File: config.mk
export PLATFORM = sky130hd
export DESIGN_NAME = lt24_hires_led_out_flat
export DESIGN_NICKNAME = d
export VERILOG_FILES = /design/src/rtl/lt24_hires_led_out_if.sv /design/src/rtl/lt24_hires_led_out.sv /design/src/flat_wrapper.sv
export SDC_FILE = /design/constraint.sdc
export NUM_CORES = 1
export LEC_CHECK = 0
export BUFFER_PORTS_ARGS = -buffer_cell sky130_fd_sc_hd__buf_2
export CAP_MARGIN = 20
export CORE_MARGIN = 4
export CORE_UTILIZATION = 39
export CTS_CLUSTER_SIZE = 14
export DETAILED_ROUTE_END_ITERATION = 6
export PLACE_DENSITY_LB_ADDON = 0.3
export SYNTH_ARGS = -nofsm -noshare
export SYNTH_HDL_FRONTEND = slang
export SYNTH_SLANG_ARGS = --single-unit
File: constraint.sdc
create_clock -name clk -period 2.69 [get_ports clk]
set_input_delay 0.1345 -clock clk [delete_from_list [all_inputs] [get_ports clk]]
set_output_delay 0.1345 -clock clk [all_outputs]
set_load 0.1 [all_outputs]
File: src/rtl/lt24_hires_led_out_if.sv
// Avalon-MM slave bus bundle for the LED output port: address, select, write strobe and data.
// The master modport belongs to the CPU side, the slave modport to lt24_hires_led_out.
interface lt24_hires_led_out_if;
    logic [2:0]  address;
    logic        chipselect;
    logic        write_n;
    logic [31:0] writedata;
    logic [31:0] readdata;

    modport master (
        output address,
        output chipselect,
        output write_n,
        output writedata,
        input  readdata
    );

    modport slave (
        input  address,
        input  chipselect,
        input  write_n,
        input  writedata,
        output readdata
    );
endinterface

File: src/rtl/lt24_hires_led_out.sv
// LED output port: DATA register with set/clear strobes, per-bit blink engine and registered readback.
// Define LT24_LED_OUT_PWM_EN to add an 8-bit DUTY register at address 6 that gates all outputs with PWM.
module lt24_hires_led_out #(
    parameter int               WIDTH       = 8,
    parameter int               CNT_W       = 24,
    parameter logic [WIDTH-1:0] RESET_VALUE = '0
) (
    input  logic                 clk,
    input  logic                 reset,
    lt24_hires_led_out_if.slave  bus,
    output logic [WIDTH-1:0]     out_port
);
    localparam logic [CNT_W-1:0] CNT_ONE = CNT_W'(1);

    logic             w_wr;
    logic [WIDTH-1:0] w_wd;
    logic [CNT_W-1:0] w_wd_period;
    logic             w_period_wr;
    logic             w_unused;

    logic [WIDTH-1:0] r_data;
    logic [WIDTH-1:0] r_blink_en;
    logic [CNT_W-1:0] r_period;
    logic [CNT_W-1:0] r_cnt;
    logic             r_phase;
    logic [WIDTH-1:0] r_out;
    logic [31:0]      r_readdata;

    logic [WIDTH-1:0] w_pre;
    logic [WIDTH-1:0] w_final;
    logic [31:0]      w_rd_mux;

    assign w_wr        = bus.chipselect & ~bus.write_n;
    assign w_wd        = bus.writedata[WIDTH-1:0];
    assign w_wd_period = bus.writedata[CNT_W-1:0];
    assign w_period_wr = w_wr && (bus.address == 3'd2);
    assign w_unused    = ^bus.writedata;

    always_ff @(posedge clk) begin
        if (reset) begin
            r_data     <= RESET_VALUE;
            r_blink_en <= '0;
        end else if (w_wr) begin
            case (bus.address)
                3'd0:    r_data     <= w_wd;
                3'd1:    r_blink_en <= w_wd;
                3'd4:    r_data     <= r_data | w_wd;
                3'd5:    r_data     <= r_data & ~w_wd;
                default: ;
            endcase
        end
    end

    // A PERIOD write restarts the half-cycle and beats any expiry landing on the same edge.
    always_ff @(posedge clk) begin
        if (reset) begin
            r_period <= '0;
            r_cnt    <= '0;
            r_phase  <= 1'b1;
        end else if (w_period_wr) begin
            r_period <= w_wd_period;
            r_cnt    <= (w_wd_period == '0) ? '0 : (w_wd_period - CNT_ONE);
            r_phase  <= 1'b1;
        end else if (r_period == '0) begin
            r_cnt    <= '0;
            r_phase  <= 1'b1;
        end else if (r_cnt == '0) begin
            r_cnt    <= r_period - CNT_ONE;
            r_phase  <= ~r_phase;
        end else begin
            r_cnt    <= r_cnt - CNT_ONE;
        end
    end

    generate
        for (genvar gi = 0; gi < WIDTH; gi++) begin : g_blink
            assign w_pre[gi] = r_data[gi] & (~r_blink_en[gi] | r_phase);
        end
    endgenerate

`ifdef LT24_LED_OUT_PWM_EN
    logic [7:0] r_duty;
    logic [7:0] r_pwm_cnt;
    logic       w_pwm_on;

    always_ff @(posedge clk) begin
        if (reset) begin
            r_duty    <= 8'hFF;
            r_pwm_cnt <= 8'd0;
        end else begin
            r_pwm_cnt <= r_pwm_cnt + 8'd1;
            if (w_wr && (bus.address == 3'd6))
                r_duty <= bus.writedata[7:0];
        end
    end

    // DUTY = 0xFF means fully on; the compare alone would drop one clock in 256.
    assign w_pwm_on = (r_pwm_cnt < r_duty) | (r_duty == 8'hFF);
    assign w_final  = w_pre & {WIDTH{w_pwm_on}};
`else
    assign w_final  = w_pre;
`endif

    always_comb begin
        w_rd_mux = '0;
        case (bus.address)
            3'd0:    w_rd_mux = 32'(r_data);
            3'd1:    w_rd_mux = 32'(r_blink_en);
            3'd2:    w_rd_mux = 32'(r_period);
            3'd3:    w_rd_mux = {30'd0, (r_period != '0), r_phase};
`ifdef LT24_LED_OUT_PWM_EN
            3'd6:    w_rd_mux = {24'd0, r_duty};
`endif
            default: w_rd_mux = '0;
        endcase
    end

    always_ff @(posedge clk) begin
        if (reset) begin
            r_out      <= RESET_VALUE;
            r_readdata <= '0;
        end else begin
            r_out      <= w_final;
            r_readdata <= w_rd_mux;
        end
    end

    assign out_port     = r_out;
    assign bus.readdata = r_readdata;
endmodule

File: src/flat_wrapper.sv
// flat-port wrapper written by rule: the top's interface ports become plain ports
module lt24_hires_led_out_flat 
#(
    parameter int               WIDTH       = 8,
    parameter int               CNT_W       = 24,
    parameter logic [WIDTH-1:0] RESET_VALUE = '0
)
  (clk, reset, out_port, bus_address, bus_chipselect, bus_write_n, bus_writedata, bus_readdata);
  lt24_hires_led_out_if bus_i ();
  input  logic clk;
  input  logic reset;
  output logic [WIDTH-1:0] out_port;
  input wire logic [$bits(bus_i.address)-1:0] bus_address;
  input wire logic [$bits(bus_i.chipselect)-1:0] bus_chipselect;
  input wire logic [$bits(bus_i.write_n)-1:0] bus_write_n;
  input wire logic [$bits(bus_i.writedata)-1:0] bus_writedata;
  output wire logic [$bits(bus_i.readdata)-1:0] bus_readdata;
  assign bus_i.address = bus_address;
  assign bus_i.chipselect = bus_chipselect;
  assign bus_i.write_n = bus_write_n;
  assign bus_i.writedata = bus_writedata;
  assign bus_readdata = bus_i.readdata;
  lt24_hires_led_out #(.WIDTH(WIDTH), .CNT_W(CNT_W), .RESET_VALUE(RESET_VALUE)) u_core (.clk(clk), .reset(reset), .bus(bus_i), .out_port(out_port));
endmodule
==> flow_summary.toml <==
[status]
outcome = "completed"

[placement]
hpwlAfterDp_um = 9720
dp_worst_setup_slack_ns = 0.221
port_buffers = 62
globalplace.congestion = 0.904

[yosys]
synth_area_leaders = "sky130_fd_sc_hd__dfxtp_1, sky130_fd_sc_hd__a21oi_1, sky130_fd_sc_hd__nand2_1, sky130_fd_sc_hd__nor2_1, sky130_fd_sc_hd__xnor2_1"
synth-warning-count = 0
async_reset_ff_share_pct = 0
yosysTopAreaCellShare_pct = 40.2
mappedNetlistArea_sq_um = 4830
number_of_synthesized_register_bits = 97
synthCells = 595
synth_enable_flop_cells = 0
ys.flop_type = "sky130_fd_sc_hd__dfxtp_1"
ys_types = 74
postSynthAreaPerCell_sq_um = 8.12
yosysSeqAreaShare_pct = 40.2
synth_top_cell_by_area = "sky130_fd_sc_hd__dfxtp_1"

[cts]
ctsRootBufferMaster = "sky130_fd_sc_hd__clkbuf_16"
cts_max_path_buffers = 2
number_of_buffers_added_to_fix_hold_violations_after_cts = 0
worst_skew_pair.late_latency_ns = 0.36
tritoncts = "done"
numCtsBuffers = 9
cts_htree_levels = 3
postCtsSetupBuffers = 0
cts_sinks = 97
clk_pin_slew_ns = 0.07

[critical_path]
crit_path_end_kind = "flop"
critPathMaxFanout = 6
worstPathRequired_ns = 2.94
timing.critical_path.arrival_ns = 2.71
cp-start-kind = "flop"
worst_setup_path_class = "reg -> reg"

[sta]
setup_ws_ns = 0.229
fmaxAchievable_mhz = 406
rsz_0062_raised_after_global_routing = "false"
hold-worst-slack_ns = 0.0407
hold_viol_final = 0
final.setup_skew_ns = 0.00877
maxSlewViolCount = 0
fin_crit_sh_pct = 91.5
final.min_clock_period_ns = 2.46
timing_worst_slew_pin_value_ns = 0.926
slew-limit-headroom_pct = 37.8
setup-violations-final = 0
setup-tns-final_ns = 0

[detailed_routing]
drt_pass1_iterations = 5
drt_drc_violations_left = 0
routed-via-count = 4493
route.detailed.vias_per_inst = 5.42
detailedRoute.firstIterationViolations = 387
postRouteAntennaNets = 0
drt-total-wl_um = 13500
wire_per_inst_um = 16.3

[global_route]
globalRoute.totalOverflow = 0
first_pass_grt_wire_length_um = 22200
gr-usage-all-layers_pct = 19.2
grt_pass1_vias = 4368
grt_antenna_before_repair = 0
grt_start_max_net_pins = 39

[finish]
nNetsFinal = 696
syn_to_final_growth_pct = 16.9
antenna_cells_inserted = 0
multi_input_comb_area_sq_um = 2650
final_common_cell = "sky130_fd_sc_hd__dfxtp_1"
layout.cells.most_common_list = "sky130_fd_sc_hd__dfxtp_1, sky130_fd_sc_hd__nand2_1, sky130_fd_sc_hd__a21oi_1"
post_route_cells_drive_above_1_share_pct = 19.1
register_area_sq_um = 1940
fillers = 1187

[pwr]
power.ir.vdd_worst_mv = 0.363
static-leakage-power_nw = 2.16
power.density_cell_area_nw_per_um2 = 797
total_power_w = 0.00450

[floorplanning]
io_pins = 79
die-width_um = 119
core_area_sq_um = 12100
chipHeight_um = 119
fp.dieArea_sq_um = 14200
floorplan.rows = 40
initial_util_pct = 40.0

[run]
max_cap_viol_count = 0

[worst_hold_path]
hold_path.class = "in -> reg"
stage by stage:
step | cells | utilization [%] | instance area (sq um)
2_1_floorplan | 602 | - | 4860
3_3_place_gp | 813 | 44.3 | 5350
3_5_place_dp | 813 | 44.3 | 5350
4_1_cts | 829 | 46.8 | 5650
5_1_grt | 829 | 46.8 | 5650
6_report | 829 | 46.8 | 5650
worst paths after layout:
kind	cells past startpoint	end	slack (ns)	startpoint
worst max-delay path	8	u_core.r_cnt[22]	0.23	u_core.r_cnt[6]
worst min-delay path	3	u_core.r_period[21]	0.04	bus_writedata[21]
worst max register to register	8	u_core.r_cnt[22]	0.23	u_core.r_cnt[6]
worst min register to register	2	u_core.r_blink_en[3]	0.47	u_core.r_blink_en[3]
registers in the layout, summed over array words and instances, names as in the netlist:
signal               flops
u_core.r_phase           1
u_core.r_period         24
u_core.out_port          8
u_core.r_blink_en        8
u_core.bus.readdata     24
u_core.r_data            8
u_core.r_cnt            24
repair_timing:
action | CTS | global route
endpoints found under the setup margin | 0 | 2
resized for setup | 0 | 2
hold endpoints to repair | 0 | 0
Yosys cell counts (3+ instances only):
cell type / number
sky130_fd_sc_hd__xnor2_1: 20
sky130_fd_sc_hd__buf_6: 3
sky130_fd_sc_hd__a211o_1: 5
sky130_fd_sc_hd__inv_1: 8
sky130_fd_sc_hd__a21oi_1: 64
sky130_fd_sc_hd__and2_1: 17
sky130_fd_sc_hd__o22ai_1: 11
sky130_fd_sc_hd__nor3b_1: 9
sky130_fd_sc_hd__or4_1: 6
sky130_fd_sc_hd__a21o_1: 3
sky130_fd_sc_hd__mux2i_1: 7
sky130_fd_sc_hd__nand4_1: 6
sky130_fd_sc_hd__o21a_1: 5
sky130_fd_sc_hd__clkbuf_1: 26
sky130_fd_sc_hd__nor3_1: 19
sky130_fd_sc_hd__o211ai_1: 4
sky130_fd_sc_hd__buf_4: 9
sky130_fd_sc_hd__buf_2: 3
sky130_fd_sc_hd__nand2b_1: 6
sky130_fd_sc_hd__nand3_1: 11
sky130_fd_sc_hd__nand2_1: 85
sky130_fd_sc_hd__nor2b_1: 12
sky130_fd_sc_hd__nor4_1: 10
sky130_fd_sc_hd__xor2_1: 8
sky130_fd_sc_hd__dfxtp_1: 97
sky130_fd_sc_hd__a211oi_1: 3
sky130_fd_sc_hd__o21ai_0: 21
sky130_fd_sc_hd__and3_1: 4
sky130_fd_sc_hd__nor2_1: 55
per-layer routing:
metal / vias up / track usage (%) / routed length [um]
li1: 2207 / - / -
met1: 2128 / 25.5 / 6120
met2: 139 / 30.7 / 6320
met3: 19 / 4.84 / 864
met4: 0 / 6.23 / 218
met5: - / 0 / 0
critical path, stage by stage, from the launching register on:
cell,delay (ns)
sky130_fd_sc_hd__dfxtp_1,0.36
sky130_fd_sc_hd__or4_4,0.55
sky130_fd_sc_hd__a211o_1,0.30
sky130_fd_sc_hd__o21a_4,0.22
sky130_fd_sc_hd__o211ai_1,0.14
sky130_fd_sc_hd__a211oi_1,0.08
sky130_fd_sc_hd__buf_4,0.15
sky130_fd_sc_hd__and4bb_1,0.23
sky130_fd_sc_hd__a211o_1,0.31
kinds of logic after synthesis:
family | share of synthesized area [%]
AOI/OAI and AO/OA | 18.7
xor gates and xnor gates | 5.08
adders and majority gates | 0.259
buffers and inverters | 5.44
DFF | 40.2
muxes | 1.92
other | 0.0776
and+or+nand+nor | 28.3
layout make-up:
cell class / instances / area share (%)
clock buffers: 11 / 4.47
clock inverters: 5 / 0.775
inverters: 8 / 0.532
multi-input cells: 454 / 47.0
flip-flops and latches: 97 / 34.4
well taps: 168 / 3.72
repair buffers: 86 / 9.13
power breakdown:
group / switching (W) / internal, W
sequential: 0.000101 / 0.00151
clock: 0.000616 / 0.000694
combinational: 0.000928 / 0.000648
Power figures use the tool's default switching activity.
